--- src/rtl/dmni_ni_ctrl_pkg.sv ---
// Shared types for the DMNI network-interface control block: MMR map, Hermes
// operation, BrLite records and the BrLite transmit FSM states.
package dmni_ni_ctrl_pkg;

  localparam int unsigned DMNI_MMR_SIZE = 64;
  localparam int unsigned DMNI_ADDR_W   = $clog2(DMNI_MMR_SIZE);

  // Monitor pointers occupy DMNI_BR_MON_PTR_BASE .. +7; the perf counters sit past them.
  typedef enum logic [DMNI_ADDR_W-1:0] {
    DMNI_MANYCORE_SIZE       = 6'd0,
    DMNI_ADDRESS             = 6'd1,
    DMNI_IRQ_STATUS          = 6'd2,
    DMNI_IRQ_MASK            = 6'd3,
    DMNI_STATUS              = 6'd4,
    DMNI_PENDING_SVC         = 6'd5,
    DMNI_RELEASE_PERIPHERAL  = 6'd6,
    DMNI_HERMES_START        = 6'd7,
    DMNI_HERMES_OP           = 6'd8,
    DMNI_HERMES_SIZE         = 6'd9,
    DMNI_HERMES_SIZE_2       = 6'd10,
    DMNI_HERMES_ADDRESS      = 6'd11,
    DMNI_HERMES_ADDRESS_2    = 6'd12,
    DMNI_BR_SERVICE          = 6'd13,
    DMNI_BR_KSVC             = 6'd14,
    DMNI_BR_TARGET           = 6'd15,
    DMNI_BR_PRODUCER         = 6'd16,
    DMNI_BR_PAYLOAD          = 6'd17,
    DMNI_BR_START            = 6'd18,
    DMNI_BR_TX_STATUS        = 6'd19,
    DMNI_BR_SVC_POP          = 6'd20,
    DMNI_BR_SVC_HDR          = 6'd21,
    DMNI_BR_SVC_PAYLOAD      = 6'd22,
    DMNI_BR_MON_CLEAR        = 6'd23,
    DMNI_BR_MON_PTR_BASE     = 6'd24,
    DMNI_PERF_BR_TX          = 6'd32,
    DMNI_PERF_BR_RX          = 6'd33
  } dmni_mmr_e;

  typedef enum logic {
    HERMES_OPERATION_SEND    = 1'b0,
    HERMES_OPERATION_RECEIVE = 1'b1
  } hermes_op_t;

  typedef struct packed {
    logic [1:0]  service;
    logic [7:0]  ksvc;
    logic [15:0] target;
    logic [15:0] producer;
    logic [31:0] payload;
  } brlite_out_t;

  typedef struct packed {
    logic [1:0]  service;
    logic [7:0]  ksvc;
    logic [15:0] producer;
    logic [31:0] payload;
  } brlite_svc_t;

  typedef enum logic {
    TX_IDLE = 1'b0,
    TX_REQ  = 1'b1
  } br_tx_state_e;

endpackage

--- src/rtl/dmni_ni_ctrl_if.sv ---
// CPU-side MMR bus of the DMNI control block, plus its interrupt line.
import dmni_ni_ctrl_pkg::*;

interface dmni_ni_ctrl_if;
  logic                   cfg_en;
  logic                   cfg_we;
  logic [DMNI_ADDR_W-1:0] cfg_addr;
  logic [31:0]            cfg_wdata;
  logic [31:0]            cfg_rdata;
  logic                   irq;

  modport master (output cfg_en, cfg_we, cfg_addr, cfg_wdata, input cfg_rdata, irq);
  modport slave  (input cfg_en, cfg_we, cfg_addr, cfg_wdata, output cfg_rdata, irq);
endinterface

--- src/rtl/dmni_ni_ctrl_br_tx_fifo.sv ---
// Generic synchronous FIFO; a pop frees a slot for a same-cycle push even when full.
module dmni_ni_ctrl_br_tx_fifo #(
  parameter int unsigned DEPTH = 4,
  parameter type         T     = logic [31:0]
) (
  input  logic                   clk_i,
  input  logic                   rst_ni,
  input  logic                   push_i,
  input  T                       data_i,
  input  logic                   pop_i,
  output T                       data_o,
  output logic                   full_o,
  output logic                   empty_o,
  output logic [$clog2(DEPTH):0] count_o
);

  localparam int unsigned PTR_W = $clog2(DEPTH);

  T                 mem [DEPTH];
  logic [PTR_W-1:0] wr_ptr;
  logic [PTR_W-1:0] rd_ptr;
  logic             do_push;
  logic             do_pop;

  assign empty_o = (count_o == '0);
  assign full_o  = (count_o == (PTR_W+1)'(DEPTH));
  assign do_pop  = pop_i && !empty_o;
  assign do_push = push_i && (!full_o || do_pop);
  assign data_o  = mem[rd_ptr];

  always_ff @(posedge clk_i or negedge rst_ni) begin
    if (!rst_ni) begin
      wr_ptr  <= '0;
      rd_ptr  <= '0;
      count_o <= '0;
    end else begin
      if (do_push) wr_ptr <= wr_ptr + PTR_W'(1);
      if (do_pop)  rd_ptr <= rd_ptr + PTR_W'(1);
      case ({do_push, do_pop})
        2'b10:   count_o <= count_o + (PTR_W+1)'(1);
        2'b01:   count_o <= count_o - (PTR_W+1)'(1);
        default: count_o <= count_o;
      endcase
    end
  end

  always_ff @(posedge clk_i) begin
    if (do_push) mem[wr_ptr] <= data_i;
  end

endmodule

--- src/rtl/dmni_ni_ctrl.sv ---
// DMNI network-interface control: MMR bank, Hermes descriptors, BrLite TX queue,
// RX pop, monitor pointers, masked IRQ. `DMNI_NI_PERF_EN adds BrLite TX/RX counters.
//   state   | meaning
//   TX_IDLE | no request on the router port; leaves when the queue is non-empty
//   TX_REQ  | br_req_o high with the queue head held on br_data_o until br_ack_i
import dmni_ni_ctrl_pkg::*;

module dmni_ni_ctrl #(
  parameter int unsigned N_PE_X      = 2,
  parameter int unsigned N_PE_Y      = 2,
  parameter logic [15:0] ADDRESS     = 16'h0000,
  parameter int unsigned N_MON       = 2,
  parameter int unsigned BR_TX_DEPTH = 4
) (
  input  logic                    clk_i,
  input  logic                    rst_ni,
  dmni_ni_ctrl_if.slave           cfg,
  input  logic                    hermes_send_active_i,
  input  logic                    hermes_receive_active_i,
  input  logic                    hermes_receive_available_i,
  output logic                    hermes_start_o,
  output hermes_op_t              hermes_operation_o,
  output logic [31:0]             hermes_size_o,
  output logic [31:0]             hermes_size_2_o,
  output logic [31:0]             hermes_address_o,
  output logic [31:0]             hermes_address_2_o,
  output logic                    br_mon_clear_o,
  input  logic                    br_mon_clear_ack_i,
  output logic [31:0]             br_mon_task_clear_o,
  output logic [N_MON-1:0][31:0]  br_mon_ptrs_o,
  input  logic                    br_svc_rx_i,
  output logic                    br_svc_ack_o,
  input  brlite_svc_t             br_svc_data_i,
  input  logic                    br_local_busy_i,
  output logic                    br_req_o,
  input  logic                    br_ack_i,
  output brlite_out_t             br_data_o
);

  localparam int unsigned CNT_W = $clog2(BR_TX_DEPTH) + 1;

  logic             wr_en;
  logic             rd_en;
  logic [2:0]       irq_mask;
  logic [2:0]       irq_src;
  logic             pending_svc;
  logic             release_peripheral;
  logic             br_overflow;
  brlite_out_t      br_stage;
  logic             fifo_push;
  logic             fifo_pop;
  logic             fifo_full;
  logic             fifo_empty;
  logic [CNT_W-1:0] fifo_count;
  brlite_out_t      fifo_head;
  br_tx_state_e     tx_state;
  logic [31:0]      rdata_next;

  assign wr_en     = cfg.cfg_en && cfg.cfg_we;
  assign rd_en     = cfg.cfg_en && !cfg.cfg_we;
  assign irq_src   = {pending_svc, br_svc_rx_i, hermes_receive_available_i};
  assign fifo_push = wr_en && (cfg.cfg_addr == DMNI_BR_START) && cfg.cfg_wdata[0];
  assign fifo_pop  = (tx_state == TX_REQ) && br_ack_i;

  dmni_ni_ctrl_br_tx_fifo #(
    .DEPTH (BR_TX_DEPTH),
    .T     (brlite_out_t)
  ) u_br_tx_fifo (
    .clk_i   (clk_i),
    .rst_ni  (rst_ni),
    .push_i  (fifo_push),
    .data_i  (br_stage),
    .pop_i   (fifo_pop),
    .data_o  (fifo_head),
    .full_o  (fifo_full),
    .empty_o (fifo_empty),
    .count_o (fifo_count)
  );

`ifdef DMNI_NI_PERF_EN
  logic [31:0] perf_br_tx;
  logic [31:0] perf_br_rx;

  always_ff @(posedge clk_i or negedge rst_ni) begin
    if (!rst_ni) begin
      perf_br_tx <= '0;
      perf_br_rx <= '0;
    end else begin
      if (wr_en && cfg.cfg_addr == DMNI_PERF_BR_TX) perf_br_tx <= '0;
      else if (fifo_pop)                            perf_br_tx <= perf_br_tx + 32'd1;
      if (wr_en && cfg.cfg_addr == DMNI_PERF_BR_RX) perf_br_rx <= '0;
      else if (br_svc_ack_o)                        perf_br_rx <= perf_br_rx + 32'd1;
    end
  end
`endif

  always_comb begin
    rdata_next = '0;
    case (cfg.cfg_addr)
      DMNI_MANYCORE_SIZE:      rdata_next = {16'(N_PE_X), 16'(N_PE_Y)};
      DMNI_ADDRESS:            rdata_next = {16'h0000, ADDRESS};
      DMNI_IRQ_STATUS:         rdata_next = {29'b0, irq_src};
      DMNI_IRQ_MASK:           rdata_next = {29'b0, irq_mask};
      DMNI_STATUS:             rdata_next = {27'b0, release_peripheral, br_mon_clear_o,
                                             br_local_busy_i, hermes_receive_active_i,
                                             hermes_send_active_i};
      DMNI_PENDING_SVC:        rdata_next = {31'b0, pending_svc};
      DMNI_RELEASE_PERIPHERAL: rdata_next = {31'b0, release_peripheral};
      DMNI_HERMES_OP:          rdata_next = {31'b0, hermes_operation_o};
      DMNI_HERMES_SIZE:        rdata_next = hermes_size_o;
      DMNI_HERMES_SIZE_2:      rdata_next = hermes_size_2_o;
      DMNI_HERMES_ADDRESS:     rdata_next = hermes_address_o;
      DMNI_HERMES_ADDRESS_2:   rdata_next = hermes_address_2_o;
      DMNI_BR_SERVICE:         rdata_next = {30'b0, br_stage.service};
      DMNI_BR_KSVC:            rdata_next = {24'b0, br_stage.ksvc};
      DMNI_BR_TARGET:          rdata_next = {16'b0, br_stage.target};
      DMNI_BR_PRODUCER:        rdata_next = {16'b0, br_stage.producer};
      DMNI_BR_PAYLOAD:         rdata_next = br_stage.payload;
      DMNI_BR_TX_STATUS:       rdata_next = {br_overflow, 26'b0, 5'(fifo_count)};
      DMNI_BR_SVC_HDR:         rdata_next = {6'b0, br_svc_data_i.service, br_svc_data_i.ksvc,
                                             br_svc_data_i.producer};
      DMNI_BR_SVC_PAYLOAD:     rdata_next = br_svc_data_i.payload;
      DMNI_BR_MON_CLEAR:       rdata_next = br_mon_task_clear_o;
`ifdef DMNI_NI_PERF_EN
      DMNI_PERF_BR_TX:         rdata_next = perf_br_tx;
      DMNI_PERF_BR_RX:         rdata_next = perf_br_rx;
`endif
      default:                 rdata_next = '0;
    endcase
    for (int i = 0; i < int'(N_MON); i++) begin
      if (cfg.cfg_addr == DMNI_ADDR_W'(int'(DMNI_BR_MON_PTR_BASE) + i))
        rdata_next = br_mon_ptrs_o[i];
    end
  end

  always_ff @(posedge clk_i or negedge rst_ni) begin
    if (!rst_ni) begin
      cfg.cfg_rdata       <= '0;
      cfg.irq             <= 1'b0;
      irq_mask            <= 3'b111;
      pending_svc         <= 1'b0;
      release_peripheral  <= 1'b0;
      hermes_start_o      <= 1'b0;
      hermes_operation_o  <= HERMES_OPERATION_SEND;
      hermes_size_o       <= '0;
      hermes_size_2_o     <= '0;
      hermes_address_o    <= '0;
      hermes_address_2_o  <= '0;
      br_stage            <= '0;
      br_overflow         <= 1'b0;
      br_svc_ack_o        <= 1'b0;
      br_mon_clear_o      <= 1'b0;
      br_mon_task_clear_o <= '0;
      br_mon_ptrs_o       <= '0;
    end else begin
      hermes_start_o <= 1'b0;
      br_svc_ack_o   <= 1'b0;
      cfg.irq        <= |(irq_src & irq_mask);
      if (rd_en) cfg.cfg_rdata <= rdata_next;
      if (fifo_push && fifo_full && !fifo_pop) br_overflow <= 1'b1;
      // The acknowledge wins so a clear request is never lost half-way.
      if (br_mon_clear_ack_i)                             br_mon_clear_o <= 1'b0;
      else if (wr_en && cfg.cfg_addr == DMNI_BR_MON_CLEAR) br_mon_clear_o <= 1'b1;
      if (wr_en) begin
        case (cfg.cfg_addr)
          DMNI_IRQ_MASK:           irq_mask            <= cfg.cfg_wdata[2:0];
          DMNI_PENDING_SVC:        pending_svc         <= cfg.cfg_wdata[0];
          DMNI_RELEASE_PERIPHERAL: release_peripheral  <= cfg.cfg_wdata[0];
          DMNI_HERMES_START:       hermes_start_o      <= cfg.cfg_wdata[0] && !hermes_start_o;
          DMNI_HERMES_OP:          hermes_operation_o  <= hermes_op_t'(cfg.cfg_wdata[0]);
          DMNI_HERMES_SIZE:        hermes_size_o       <= cfg.cfg_wdata;
          DMNI_HERMES_SIZE_2:      hermes_size_2_o     <= cfg.cfg_wdata;
          DMNI_HERMES_ADDRESS:     hermes_address_o    <= cfg.cfg_wdata;
          DMNI_HERMES_ADDRESS_2:   hermes_address_2_o  <= cfg.cfg_wdata;
          DMNI_BR_SERVICE:         br_stage.service    <= cfg.cfg_wdata[1:0];
          DMNI_BR_KSVC:            br_stage.ksvc       <= cfg.cfg_wdata[7:0];
          DMNI_BR_TARGET:          br_stage.target     <= cfg.cfg_wdata[15:0];
          DMNI_BR_PRODUCER:        br_stage.producer   <= cfg.cfg_wdata[15:0];
          DMNI_BR_PAYLOAD:         br_stage.payload    <= cfg.cfg_wdata;
          DMNI_BR_TX_STATUS:       if (cfg.cfg_wdata[31]) br_overflow <= 1'b0;
          DMNI_BR_SVC_POP:         br_svc_ack_o        <= cfg.cfg_wdata[0] && !br_svc_ack_o;
          DMNI_BR_MON_CLEAR:       br_mon_task_clear_o <= cfg.cfg_wdata;
          default:                 ;
        endcase
        for (int i = 0; i < int'(N_MON); i++) begin
          if (cfg.cfg_addr == DMNI_ADDR_W'(int'(DMNI_BR_MON_PTR_BASE) + i))
            br_mon_ptrs_o[i] <= cfg.cfg_wdata;
        end
      end
    end
  end

  // br_data_o is captured on entry to TX_REQ; the head cannot move until the pop.
  always_ff @(posedge clk_i or negedge rst_ni) begin
    if (!rst_ni) begin
      tx_state  <= TX_IDLE;
      br_req_o  <= 1'b0;
      br_data_o <= '0;
    end else begin
      case (tx_state)
        TX_IDLE: if (!fifo_empty) begin
          tx_state  <= TX_REQ;
          br_req_o  <= 1'b1;
          br_data_o <= fifo_head;
        end
        TX_REQ: if (br_ack_i) begin
          tx_state <= TX_IDLE;
          br_req_o <= 1'b0;
        end
        default: begin
          tx_state <= TX_IDLE;
          br_req_o <= 1'b0;
        end
      endcase
    end
  end

endmodule

--- src/flat_wrapper.sv ---
// flat-port wrapper written by rule: the top's interface ports become plain ports
module dmni_ni_ctrl_flat 
#(
  parameter int unsigned N_PE_X      = 2,
  parameter int unsigned N_PE_Y      = 2,
  parameter logic [15:0] ADDRESS     = 16'h0000,
  parameter int unsigned N_MON       = 2,
  parameter int unsigned BR_TX_DEPTH = 4
)
  (clk_i, rst_ni, hermes_send_active_i, hermes_receive_active_i, hermes_receive_available_i, hermes_start_o, hermes_operation_o, hermes_size_o, hermes_size_2_o, hermes_address_o, hermes_address_2_o, br_mon_clear_o, br_mon_clear_ack_i, br_mon_task_clear_o, br_mon_ptrs_o, br_svc_rx_i, br_svc_ack_o, br_svc_data_i, br_local_busy_i, br_req_o, br_ack_i, br_data_o, cfg_cfg_en, cfg_cfg_we, cfg_cfg_addr, cfg_cfg_wdata, cfg_cfg_rdata, cfg_irq);
  dmni_ni_ctrl_if cfg_i ();
  input  logic clk_i;
  input  logic rst_ni;
  input  logic hermes_send_active_i;
  input  logic hermes_receive_active_i;
  input  logic hermes_receive_available_i;
  output logic hermes_start_o;
  output hermes_op_t hermes_operation_o;
  output logic [31:0] hermes_size_o;
  output logic [31:0] hermes_size_2_o;
  output logic [31:0] hermes_address_o;
  output logic [31:0] hermes_address_2_o;
  output logic br_mon_clear_o;
  input  logic br_mon_clear_ack_i;
  output logic [31:0] br_mon_task_clear_o;
  output logic [N_MON-1:0][31:0] br_mon_ptrs_o;
  input  logic br_svc_rx_i;
  output logic br_svc_ack_o;
  input  brlite_svc_t br_svc_data_i;
  input  logic br_local_busy_i;
  output logic br_req_o;
  input  logic br_ack_i;
  output brlite_out_t br_data_o;
  input wire logic [$bits(cfg_i.cfg_en)-1:0] cfg_cfg_en;
  input wire logic [$bits(cfg_i.cfg_we)-1:0] cfg_cfg_we;
  input wire logic [$bits(cfg_i.cfg_addr)-1:0] cfg_cfg_addr;
  input wire logic [$bits(cfg_i.cfg_wdata)-1:0] cfg_cfg_wdata;
  output wire logic [$bits(cfg_i.cfg_rdata)-1:0] cfg_cfg_rdata;
  output wire logic [$bits(cfg_i.irq)-1:0] cfg_irq;
  assign cfg_i.cfg_en = cfg_cfg_en;
  assign cfg_i.cfg_we = cfg_cfg_we;
  assign cfg_i.cfg_addr = cfg_cfg_addr;
  assign cfg_i.cfg_wdata = cfg_cfg_wdata;
  assign cfg_cfg_rdata = cfg_i.cfg_rdata;
  assign cfg_irq = cfg_i.irq;
  dmni_ni_ctrl #(.N_PE_X(N_PE_X), .N_PE_Y(N_PE_Y), .ADDRESS(ADDRESS), .N_MON(N_MON), .BR_TX_DEPTH(BR_TX_DEPTH)) u_core (.clk_i(clk_i), .rst_ni(rst_ni), .cfg(cfg_i), .hermes_send_active_i(hermes_send_active_i), .hermes_receive_active_i(hermes_receive_active_i), .hermes_receive_available_i(hermes_receive_available_i), .hermes_start_o(hermes_start_o), .hermes_operation_o(hermes_operation_o), .hermes_size_o(hermes_size_o), .hermes_size_2_o(hermes_size_2_o), .hermes_address_o(hermes_address_o), .hermes_address_2_o(hermes_address_2_o), .br_mon_clear_o(br_mon_clear_o), .br_mon_clear_ack_i(br_mon_clear_ack_i), .br_mon_task_clear_o(br_mon_task_clear_o), .br_mon_ptrs_o(br_mon_ptrs_o), .br_svc_rx_i(br_svc_rx_i), .br_svc_ack_o(br_svc_ack_o), .br_svc_data_i(br_svc_data_i), .br_local_busy_i(br_local_busy_i), .br_req_o(br_req_o), .br_ack_i(br_ack_i), .br_data_o(br_data_o));
endmodule
--- config.mk ---
export PLATFORM = sky130hd
export DESIGN_NAME = dmni_ni_ctrl_flat
export DESIGN_NICKNAME = d
export VERILOG_FILES = /design/src/rtl/dmni_ni_ctrl_pkg.sv /design/src/rtl/dmni_ni_ctrl_if.sv /design/src/rtl/dmni_ni_ctrl_br_tx_fifo.sv /design/src/rtl/dmni_ni_ctrl.sv /design/src/flat_wrapper.sv
export SDC_FILE = /design/constraint.sdc
export NUM_CORES = 1
export LEC_CHECK = 0
export CORE_MARGIN = 1.5
export CORE_UTILIZATION = 51
export DETAILED_ROUTE_END_ITERATION = 8
export GPL_TIMING_DRIVEN = 0
export PLACE_DENSITY = 0.74
export SKIP_LAST_GASP = 1
export SLEW_MARGIN = 20
export SYNTH_ARGS = -nofsm -noshare
export SYNTH_HDL_FRONTEND = slang
export SYNTH_SLANG_ARGS = --single-unit
--- constraint.sdc ---
create_clock -name clk_i -period 9.8 [get_ports clk_i]
set_input_delay 0.98 -clock clk_i [delete_from_list [all_inputs] [get_ports clk_i]]
set_output_delay 0.98 -clock clk_i [all_outputs]
set_load 0.02 [all_outputs]
== After elaboration in Yosys (flattened, before gate mapping) ==
Memory sizes are Yosys's and may differ from the RTL's. A register that Yosys moved wholly into a read port is not among the register bits.
Index checks and enable logic that the tools add are counted.

* Reductions and logical operators: 43
* Add/sub/neg operators: 4
* Bitwise gates (word level): 3
* Multiplexer cells: 22
* Equality and inequality tests: 29

{| class="wikitable"
|+ Operators with widths
! operator !! number
|-
| 32-bit case mux with 20 select lines || 1
|-
| 32-bit 2-to-1 mux || 2
|-
| 6-bit by 5-bit equality test with 1-bit output, second input constant || 10
|-
| 6-bit by 4-bit equality test with 1-bit output, second input constant || 8
|-
| 2-bit AND reduction || 18
|-
| 6-bit by 3-bit equality test with 1-bit output, second input constant || 4
|-
| 1-bit 2-to-1 mux || 16
|-
| 6-bit by 2-bit equality test with 1-bit output, second input constant || 2
|-
| 1-bit logical AND || 12
|-
| 1-bit zero test || 7
|-
| 6-bit zero test || 1
|-
| 3-bit case mux with 2 select lines || 1
|-
| 2-bit by 1-bit adder with 2-bit output, second input constant || 2
|-
| 2-bit != test, second input constant || 2
|-
| 1-bit case mux with 2 select lines || 2
|-
| 2-bit nonzero test || 2
|-
| 3-bit by 1-bit adder with 3-bit output, second input constant || 1
|-
| 3-bit AND || 1
|-
| 3-bit equality test, second input constant || 1
|-
| 3-bit zero test || 1
|-
| 3-bit OR reduction || 1
|-
| 3-bit by 1-bit subtractor with 3-bit output, second input constant || 1
|-
| 2-bit by 1-bit equality test with 1-bit output, second input constant || 1
|-
| 2-bit equality test, second input constant || 1
|-
| 2 further kinds || 3
|}

* Bits of input ports: 107
* Output and inout port bits: 336
* Memory bits (writable): 296
* Flip-flop bits (word level): 350
* Logic and storage cells: 129
* Memories kept: 1

{| class="wikitable"
|+ Memories
! memory !! words !! width !! read ports !! clocked after Yosys merged registers in !! wr ports !! RTL line !! text
|-
| u_core.u_br_tx_fifo.mem || 4 || 74 || 1 || 1 || 1 || dmni_ni_ctrl_br_tx_fifo.sv:19 || <nowiki>T mem [DEPTH];</nowiki>
|}

== Longest topological paths before layout ==
Gate-level depths: netlist of the first run.

* Word-level depth: 9
* Gate-level depth with buffers: 9
* Gate-level depth less buffers: 7

== Hierarchy ==
From an unflattened synthesis of the first run, not the netlist that was laid out.

* Cells, all modules: 1763
* Area, all modules: 29284.3 µm²

{| class="wikitable"
|+ Modules (own cells, without submodules)
! module !! times used !! seq. area each (µm²) !! area each (µm²) !! cells each
|-
| dmni_ni_ctrl || 1 || 10438.8 || 18113.6 || 1322
|-
| dmni_ni_ctrl_br_tx_fifo || 1 || 9063.7 || 11170.7 || 441
|}

== Worst setup path after synthesis of the first run ==
OpenSTA, ideal clock, no wires.

* Kind: input to register
* From: input cfg_cfg_addr[5]
* To: memory u_core.u_br_tx_fifo.mem[0][0] (netlist name), enable pin
* Stages: 5
* Setup slack: 5.472 ns
* Data arrival time: 3.887 ns
* Required time: 9.360 ns
* Cells stage by stage: buf_2 > nor4b_2 > nand4_1 > nor2_1 > and2_1

* Longest elaborated chain between the ends: 6

{| class="wikitable"
|+ RTL lines
! element !! RTL line !! text
|-
| start: declaration || flat_wrapper.sv:36 || <nowiki>input wire logic [$bits(cfg_i.cfg_addr)-1:0] cfg_cfg_addr;</nowiki>
|-
| 6-bit by 5-bit equality test with 1-bit output || dmni_ni_ctrl.sv:62 || <nowiki>assign fifo_push = wr_en && (cfg.cfg_addr == DMNI_BR_START) && cfg.cfg_wdata[0];</nowiki>
|-
| 1-bit logical AND (2 in a row) || dmni_ni_ctrl.sv:62 ||
|-
| 1-bit logical AND || dmni_ni_ctrl_br_tx_fifo.sv:28 || <nowiki>assign do_push = push_i && (!full_o || do_pop);</nowiki>
|-
| 1-bit 2-to-1 mux || dmni_ni_ctrl_br_tx_fifo.sv:48 || <nowiki>if (do_push) mem[wr_ptr] <= data_i;</nowiki>
|-
| 1-bit 2-to-1 mux (not written as such) || dmni_ni_ctrl_br_tx_fifo.sv:48 ||
|-
| end: declaration || dmni_ni_ctrl_br_tx_fifo.sv:19 ||
|}

No other way between the ends.

== Worst setup path in the final report of the first run ==
* From: input cfg_cfg_addr[1]
* To: memory u_core.u_br_tx_fifo.mem[2][66] (netlist name), enable pin

Same word-level chain as after synthesis.

==> results.json, run 1 <==
{
  "fp.coreArea_um2": 56600,
  "fin_skew_ns": 0.0255,
  "fmax_mhz": 234,
  "synth_common_cells": "421 x dfrtp_1, 393 x mux2_2, 296 x edfxtp_1",
  "ys_ff_latch": 720,
  "drc": 0,
  "die_w_um": 243,
  "post-place-cells": 2952,
  "nNetsFinal": 2386,
  "grt_max_degree": 99,
  "path_class": "in -> reg",
  "worstSetupStartpoint": "cfg_cfg_addr[1]",
  "fin_crit_ns": 4.27,
  "cts_hold_buf": 0,
  "worstMarginPinSlew_ns": 1.28,
  "cp-endpoint": "u_core.u_br_tx_fifo.mem[2][66]",
  "cts_tree": "built",
  "dieHeight_um": 243,
  "critical_path.top_delay_family": "simple AND/OR/NAND/NOR gates",
  "synth.top_cell.area_share": 0.359,
  "drtIter0Drc": 2157,
  "min_path_type": "in -> async",
  "fin_crit_sh": 0.436,
  "synth_cells": 1753,
  "cp.depth": 8,
  "place.gp.congestion": 0.924,
  "insertion_delay_ns": 0.62,
  "fin_area_um2": 37300,
  "p_comb_frac": 0.245,
  "vias_per_cell": 6.34,
  "p_switching_mw": 2.50,
  "yosys-top-cells-area": "dfrtp_1 36%, edfxtp_1 30%, mux2_2 15%",
  "ios": 443,
  "maxSlewHeadroom": 0.147,
  "cp_num_buf_inv": 4,
  "p_per_area_nw_per_um2": 232,
  "p_int_mw": 6.17,
  "end_kind": "flop",
  "avgSynthCellArea_um2": 16.7,
  "status": "finished clean",
  "reg2reg_setup_slack_ns": 6.92,
  "cpMostUsedCell": "buf_2",
  "max_stage_delay_ns": 0.65,
  "wirelength_um": 101000,
  "ant_nets": 0,
  "slew_violations": 0,
  "drive_above_1_share": 0.292,
  "p_leak_nw": 15.0,
  "crit_fanout": 39,
  "stdcell_count": 3094,
  "rr_endpoint": "u_core.br_data_o[27]",
  "grt_pass1_vias": 20300,
  "routedWlPerCell_um": 32.6,
  "pwr-share-seq": 0.430,
  "critPathLaunchType": "input port",
  "timing.rr.start": "u_core.u_br_tx_fifo.count_o[2]",
  "antenna_found_initial": 7,
  "portBuffers": 433,
  "slowest_stage": "and2_4",
  "synthesis.nets": 1865,
  "synth_cell_types": 64,
  "netlist_area_um2": 29300,
  "num_vias": 19600,
  "seqCellArea_um2": 19500,
  "grt_pass1_wl_um": 144000,
  "max_cap_violations": 0,
  "cts_resized": 0,
  "globalRouteTotalUtil": 0.343,
  "cp.arrival_ns": 4.56,
  "start_util": 0.518,
  "rsz0062_at_grt": "no",
  "dp_hpwl_um": 70300,
  "synth_top_area_cell": "dfrtp_1",
  "post-cts-setup-buffer-count": 0,
  "drt_first_pass_iters": 6,
  "numCtsBuffers": 75,
  "cts.reportedPaths.clkPinSlew_ns": 0.06,
  "multi_input_area_um2": 9190,
  "die_area_um2": 59000,
  "htree_levels": 3,
  "r2r_cells": 5,
  "ir_worst_vdd_mv": 0.183,
  "hold_viol_final": 0,
  "syn2layout_area_growth_pct": 27.2,
  "power_mw": 8.67,
  "synthArstFlopShare": 0.589,
  "yosysMostFrequentCell": "dfrtp_1",
  "rows": 87,
  "cts-root-buf": "clkbuf_16",
  "grt.overflow.total": 0,
  "setup_viol": 0,
  "p_sw_frac": 0.288,
  "fillCellCount": 4057,
  "clock_sinks": 720,
  "synth_flop_cell": "dfrtp_1",
  "post_dp_cell_area_um2": 34900,
  "synth_edf_count": 296,
  "crit_chain": "clkdlybuf4s50_1 -> buf_2 -> nor2b_1 -> buf_2 -> nand4_1 -> nor2_1 -> and2_4 -> buf_16",
  "yosys_warnings": 0,
  "required_ns": 10.09,
  "cts_buffer_depth": 3,
  "synth-seq-area-share": 0.665,
  "clkPwrFrac": 0.325
}
## cells by family (layout without fill, tap and decap cells)
group / Yosys count / after routing / share of synthesized area
buffers and inverters: 139 / 720 / 0.0221
flip-flops: 720 / 720 / 0.665
AND/OR/NAND/NOR: 170 / 170 / 0.0350
multiplexers: 489 / 489 / 0.217
AO/OA/AOI/OAI: 225 / 225 / 0.0568
adder cells (fa/ha/maj): 5 / 5 / 0.00239
XOR/XNOR: 5 / 5 / 0.00149
other: 0 / 4 / 0
## per-stage QoR
stage	util	worst slack (ns)	TNS (ns)	hold WS [ns]
finish	0.659	5.53	0	0.244
global route	0.659	5.38	0	0.262
CTS	0.659	5.65	0	0.231
detailed placement	0.616	5.04	0	0.440
global placement	0.611	-11.00	-4624.53	0.422
floorplan	-	5.47	0	0.473
## power groups by stage
stage	Clock (mW)	Combinational, mW	Sequential (mW)
after CTS	2.83	2.14	3.72
after global placement	0	2.08	3.76
after detailed placement	0	2.13	3.77
after global routing	2.95	2.24	3.75
after floorplan	0	0.891	3.99
final	2.82	2.12	3.73
## how the worst min path moves through the flow
stage / endpoint / slack, ns / start / cells past startpoint
floorplan: u_core.tx_state / 0.47 / u_core.tx_state / 1
global placement: u_core.br_svc_ack_o / 0.42 / u_core.br_svc_ack_o / 1
detailed placement: u_core.br_svc_ack_o / 0.44 / u_core.br_svc_ack_o / 1
CTS: u_core.cfg.cfg_rdata[11] / 0.23 / rst_ni / 1
global route: u_core.cfg.cfg_rdata[11] / 0.26 / rst_ni / 1
finish: u_core.cfg.cfg_rdata[11] / 0.24 / rst_ni / 1
## cells in the final DEF (no fill, tap or decap), drive strengths merged, types with 4 or more instances in the layout
| master | count |
|---|---|
| nand3 | 12 |
| and3 | 20 |
| nor2b | 5 |
| mux2i | 7 |
| o21a | 4 |
| edfxtp | 296 |
| a31oi | 10 |
| mux2 | 408 |
| a32oi | 6 |
| nand4 | 11 |
| a211oi | 8 |
| nand2 | 23 |
| diode | 4 |
| or3 | 9 |
| a222oi | 9 |
| ha | 4 |
| a22o | 28 |
| a2111oi | 7 |
| mux4 | 74 |
| dfrtp | 421 |
| o22ai | 9 |
| a21oi | 27 |
| a22oi | 78 |
| nor2 | 33 |
| and2 | 11 |
| clkbuf | 161 |
| o21ai | 18 |
| nor4b | 4 |
| buf | 91 |
| inv | 8 |
| clkdlybuf4s50 | 432 |
| nor3 | 22 |
| and4 | 6 |
| bufinv | 5 |
| clkinv | 19 |
| clkinvlp | 4 |
| xnor2 | 4 |
| a221oi | 7 |
## worst register-to-register path, delay by kind of cell (launching register included)
kind                   cells  cell delay [ns]
multiplexers               1             0.41
buffers and inverters      2             1.41
flip-flops                 1             0.44
AND/OR/NAND/NOR            2             0.50
## routing by layer
metal,global-route usage,vias to the layer above,part of all wire
met5,0,-,0.00063
met4,0.163,10,0.046
met3,0.0995,236,0.11
met2,0.532,1170,0.47
met1,0.446,10300,0.38
li1,-,7872,-
## registers in the layout, indices dropped and copies added (netlist names), 3 cells and up
name	count
u_core.br_mon_task_clear_o	32
u_core.hermes_address_2_o	32
u_core.br_stage	74
u_core.cfg.cfg_rdata	32
u_core.br_data_o	74
u_core.hermes_size_2_o	32
u_core.hermes_address_o	32
u_core.u_br_tx_fifo.count_o	3
u_core.irq_mask	3
u_core.hermes_size_o	32
u_core.br_mon_ptrs_o	64
u_core.u_br_tx_fifo.mem	296
## final cells by class
class	count	share of cell area
Sequential cell	720	0.523
Buffer	133	0.0169
Tap cell	756	0.0254
Multi-Input combinational cell	894	0.246
Inverter	6	0.000604
Timing Repair Buffer	444	0.124
Antenna cell	4	0.000268
Clock inverter	30	0.00765
Clock buffer	107	0.0566
Note: power is estimated with default switching activity, not from simulation.
==> run 2, diff against run 1 <==
==> constraint.sdc (replaced) <==
create_clock -name clk_i -period 4.3 [get_ports clk_i]
set_input_delay 0.43 -clock clk_i [delete_from_list [all_inputs] [get_ports clk_i]]
set_output_delay 0.43 -clock clk_i [all_outputs]
set_load 0.02 [all_outputs]
==> run 2 against run 1 <==
Register-to-register slack worse by 5.5 ns; utilization is essentially flat; worst setup slack worse by 5.0 ns; die area stayed put; first-iteration DRC count shrank 6.3%; sequential share of layout area hardly changed; clock power is 130% higher; flip-flop and latch count is the same; total power is 130% higher; worst hold slack gained 0.032 ns; largest power group unchanged.
==> results.json, run 2 (synthesis gave the netlist of run 1 again) <==
{
  "fillCellCount": 4054,
  "timing.rr.start": "u_core.u_br_tx_fifo.count_o[2]",
  "fin_crit_sh": 0.870,
  "p_leak_nw": 15.0,
  "min_path_type": "in -> async",
  "ir_worst_vdd_mv": 0.418,
  "wirelength_um": 101000,
  "rsz0062_at_grt": "no",
  "path_class": "in -> reg",
  "crit_fanout": 39,
  "grt.overflow.total": 0,
  "max_cap_violations": 0,
  "fin_skew_ns": 0.0318,
  "insertion_delay_ns": 0.63,
  "die_area_um2": 59000,
  "worstMarginPinSlew_ns": 1.30,
  "final_common_cell": "clkdlybuf4s50_1",
  "highest_layer": "met5",
  "globalRouteTotalUtil": 0.343,
  "slew_violations": 0,
  "grt_max_degree": 99,
  "drc": 0,
  "drive_above_1_share": 0.292,
  "place.gp.congestion": 0.924,
  "syn2layout_area_growth_pct": 27.2,
  "p_per_area_nw_per_um2": 530,
  "post_dp_cell_area_um2": 34900,
  "grt_pass1_wl_um": 144000,
  "nNetsFinal": 2387,
  "num_vias": 19700,
  "clock_sinks": 720,
  "end_kind": "flop",
  "fmax_mhz": 267,
  "required_ns": 4.59,
  "slowest_stage": "and2_4",
  "stdcell_count": 3096,
  "wl_met1_um": 37800,
  "post-route-util": 0.659,
  "setup_viol": 0,
  "largest_reg_flops": 296,
  "routedWlPerCell_um": 32.6,
  "dr_wl_met3_um": 11100,
  "ant_nets": 0,
  "cts_tree": "built",
  "cp.arrival_ns": 4.03,
  "status": "finished clean",
  "r2r_cells": 5,
  "die_w_um": 243,
  "whs_ns": 0.276,
  "reg_top3": "u_core.u_br_tx_fifo.mem x296, u_core.br_data_o x74, u_core.br_stage x74",
  "portBuffers": 433,
  "crit_chain": "clkdlybuf4s50_1 -> buf_2 -> nor2b_1 -> buf_2 -> nand4_1 -> nor2_1 -> and2_4 -> buf_16",
  "fp.coreArea_um2": 56600,
  "cts-root-buf": "clkbuf_16",
  "numCtsBuffers": 75,
  "cpMostUsedCell": "buf_2",
  "setup_ws_ns": 0.559,
  "vias_per_cell": 6.35,
  "rows": 87,
  "grt_pass1_vias": 20200,
  "fin_setup_tns_ns": 0,
  "fin_crit_ns": 3.74,
  "maxSlewHeadroom": 0.132,
  "drt_first_pass_iters": 6,
  "cts_buffer_depth": 3,
  "post-place-cells": 2952,
  "power_mw": 19.8,
  "pre_cts_slack_ns": 0.0928,
  "start_util": 0.518,
  "met2WireLength_um": 47300,
  "ios": 443,
  "cts.reportedPaths.clkPinSlew_ns": 0.06,
  "htree_levels": 3,
  "dieHeight_um": 243,
  "hold_viol_final": 0,
  "max_stage_delay_ns": 0.65,
  "drtIter0Drc": 2022,
  "largest-register": "u_core.u_br_tx_fifo.mem",
  "final_cell_mix": "432 x clkdlybuf4s50_1, 421 x dfrtp_1, 393 x mux2_2",
  "critPathLaunchType": "input port",
  "rr_endpoint": "u_core.br_data_o[27]",
  "fin_area_um2": 37300,
  "reg2reg_setup_slack_ns": 1.39,
  "antenna_found_initial": 7,
  "dp_hpwl_um": 70300
}
[run 2: cell count changes in the layout (fill, tap and decap cells not counted)]
cell           delta
diode_2           +1
dlygate4sd3_1     +1
[run 2: power by group]
group | total [mW] | internal (mW) | switching [mW]
logic | 4.85 | 2.46 | 2.38
clock network | 6.42 | 3.72 | 2.70
registers | 8.49 | 7.88 | 0.616
total | 19.8 | 14.1 | 5.70
[run 2: area by class of cell]
type,instances,area (um2),share of cell area
tap,756,946,0.0253
inverter,6,22.5,0.000604
clock buffer,107,2110,0.0565
clock inverter,30,285,0.00765
timing repair buffer,445,4620,0.124
antenna,5,12.5,0.000335
multi-input combinational,894,9190,0.246
buffer,133,629,0.0169
sequential,720,19500,0.523
[run 2: worst max-delay path by stage]
stage | start | end | slack (ns) | cells after the start
detailed placement | cfg_cfg_addr[1] | u_core.u_br_tx_fifo.mem[2][62] | 0.09 | 8
CTS | cfg_cfg_addr[1] | u_core.u_br_tx_fifo.mem[2][69] | 0.70 | 8
global route | cfg_cfg_addr[1] | u_core.u_br_tx_fifo.mem[2][62] | 0.43 | 8
floorplan | cfg_cfg_addr[5] | u_core.u_br_tx_fifo.mem[0][0] | 0.52 | 5
global placement | rst_ni | u_core.br_data_o[30] | -15.95 | 1
finish | cfg_cfg_addr[1] | u_core.u_br_tx_fifo.mem[2][66] | 0.56 | 8
[run 2: critical path: cells and delay by family]
| kind | cells | cell delay (ns) |
|---|---|---|
| and+or+nand+nor | 4 | 1.84 |
| buffers and inverters | 4 | 1.68 |
[run 2: metal layers]
metal  up-vias  global-route usage
met5         -                   0
met3       258              0.0990
met2      1241               0.532
li1       7868                   -
met4         8               0.161
met1     10300               0.447
[run 2: what timing repair did]
item / 4_1_cts / 5_1_grt
endpoints found under the setup margin: 0 / 0
hold buffers: 1 / 0
buffers inserted: 0 / 0
hold endpoints to repair: 34 / 0
resized for setup: 0 / 0
==> run 3, diff against run 2 <==
--- a/config.mk
+++ b/config.mk
@@ -6,10 +6,10 @@
 export NUM_CORES = 1
 export LEC_CHECK = 0
 export CORE_MARGIN = 1.5
-export CORE_UTILIZATION = 51
+export CORE_UTILIZATION = 40
 export DETAILED_ROUTE_END_ITERATION = 8
 export GPL_TIMING_DRIVEN = 0
-export PLACE_DENSITY = 0.74
+export PLACE_DENSITY = 0.6
 export SKIP_LAST_GASP = 1
 export SLEW_MARGIN = 20
 export SYNTH_ARGS = -nofsm -noshare
==> run 3 against run 2 <==
Final cell count is 6.7% higher; worst setup slack better by 0.20 ns; non-clock buffer count is 2 higher; total power is 2.5% higher; clock power is 7.8% higher; largest power group unchanged; combinational power hardly changed; sequential share of layout area is 0.71 points lower; critical path depth is 1 lower; critical path type unchanged; utilization is 14 points lower; sequential power hardly changed; largest cell class unchanged.
==> results.json, run 3 (synthesis gave the netlist of run 1 again) <==
{
  "worstMarginPinSlew_ns": 1.23,
  "globalRouteTotalUtil": 0.285,
  "insertion_delay_ns": 0.63,
  "crit_fanout": 10,
  "hold_viol_final": 0,
  "dieHeight_um": 274,
  "end_kind": "flop",
  "drive_above_1_share": 0.297,
  "fin_skew_ns": 0.0294,
  "min_from": "cfg_cfg_wdata[0]",
  "timing.rr.start": "u_core.u_br_tx_fifo.count_o[0]",
  "final_common_cell": "clkdlybuf4s50_1",
  "reg_top3": "u_core.u_br_tx_fifo.mem x296, u_core.br_data_o x74, u_core.br_stage x74",
  "slew_violations": 0,
  "p_per_area_nw_per_um2": 536,
  "critPathLaunchType": "input port",
  "fin_crit_sh": 0.823,
  "start_util": 0.403,
  "post-route-util": 0.520,
  "fin_crit_ns": 3.54,
  "final_cell_mix": "432 x clkdlybuf4s50_1, 421 x dfrtp_1, 393 x mux2_2",
  "maxSlewHeadroom": 0.180,
  "place.gp.congestion": 0.880,
  "wirelength_um": 107000,
  "drc": 0,
  "syn2layout_area_growth_pct": 29.0,
  "fmax_mhz": 282,
  "post_dp_cell_area_um2": 35200,
  "ir_worst_vdd_mv": 0.282,
  "portBuffers": 433,
  "grt.overflow.total": 0,
  "post-place-cells": 3158,
  "whs_endpoint": "u_core.hermes_start_o",
  "drtIter0Drc": 1759,
  "rr_endpoint": "u_core.br_data_o[71]",
  "fp.coreArea_um2": 72700,
  "cts_buffer_depth": 3,
  "grt_pass1_wl_um": 149000,
  "grt_max_degree": 100,
  "vias_per_cell": 5.84,
  "numCtsBuffers": 76,
  "post-cts-setup-buffer-count": 0,
  "rsz0062_at_grt": "no",
  "nNetsFinal": 2390,
  "cts_tree": "built",
  "ant_nets": 0,
  "fin_area_um2": 37800,
  "grt_pass1_vias": 19600,
  "stdcell_count": 3303,
  "clock_sinks": 720,
  "r2r_cells": 5,
  "max_cap_violations": 0,
  "p_leak_nw": 15.1,
  "setup_viol": 0,
  "required_ns": 4.75,
  "rows": 99,
  "worstSetupStartpoint": "cfg_cfg_addr[1]",
  "die_area_um2": 75000,
  "cts-root-buf": "clkbuf_16",
  "holdPathStages": 2,
  "cp.arrival_ns": 3.99,
  "ios": 443,
  "cts.reportedPaths.clkPinSlew_ns": 0.07,
  "largest-register": "u_core.u_br_tx_fifo.mem",
  "num_vias": 19300,
  "die_w_um": 274,
  "htree_levels": 3,
  "drt_first_pass_iters": 7,
  "reg2reg_setup_slack_ns": 1.51,
  "min_path_type": "in -> reg",
  "routedWlPerCell_um": 32.4,
  "antenna_found_initial": 15,
  "status": "finished clean",
  "dp_hpwl_um": 75800,
  "largest_reg_flops": 296,
  "path_class": "in -> reg"
}
[run 3: through the flow]
step           power (mW)  hold WS, ns  setup TNS (ns)  setup slack, ns
2_1_floorplan        11.1        0.134               0            0.522
3_3_place_gp         13.4        0.427        -7718.75           -16.70
3_5_place_dp         13.5        0.431               0            0.230
4_1_cts              20.4        0.319               0            0.892
5_1_grt              21.0        0.360               0            0.734
6_report             20.3        0.354               0            0.760
[run 3: final cells by class]
type | count | area, um2
plain buffers | 133 | 632
clock buffers | 97 | 2080
repair buffers | 447 | 4650
well taps | 959 | 1200
inverters | 6 | 22.5
flip-flops and latches | 720 | 19500
fillers | 5958 | 34900
diodes | 4 | 10.0
multi-input cells | 894 | 9190
clock inverters | 43 | 539
[run 3: worst max path at each step]
stage	end	slack, ns
finish	u_core.cfg.cfg_rdata[5]	0.76
global placement	u_core.hermes_address_2_o[7]	-16.70
CTS	u_core.cfg.cfg_rdata[5]	0.89
floorplan	u_core.u_br_tx_fifo.mem[0][0]	0.52
detailed placement	u_core.cfg.cfg_rdata[5]	0.23
global route	u_core.cfg.cfg_rdata[5]	0.73
[run 3: worst max-delay path: stages]
cell             delay (ns)
clkdlybuf4s50_1        0.50
buf_2                  0.30
buf_1                  0.82
buf_1                  0.64
o32ai_1                0.28
a2111oi_0              0.83
a31oi_1                0.16
[run 3: where the power goes]
group | internal (mW) | switching (mW) | leakage [nW] | total [mW]
combinational | 2.44 | 2.41 | 5.55 | 4.85
clock | 4.11 | 2.80 | 1.27 | 6.92
sequential | 7.88 | 0.614 | 8.28 | 8.49
total | 14.4 | 5.83 | 15.1 | 20.3
[run 3: timing repair]
action	CTS	global route
hold endpoints to repair	63	0
gates resized for setup	0	0
hold buffers	1	0
[run 3: per-layer routing]
metal / part of all wire / routed length [um] / global-route usage
met5: 0.0014 / 146 / 0
met3: 0.087 / 9360 / 0.0809
met4: 0.039 / 4200 / 0.111
met2: 0.47 / 50500 / 0.447
met1: 0.40 / 42800 / 0.373
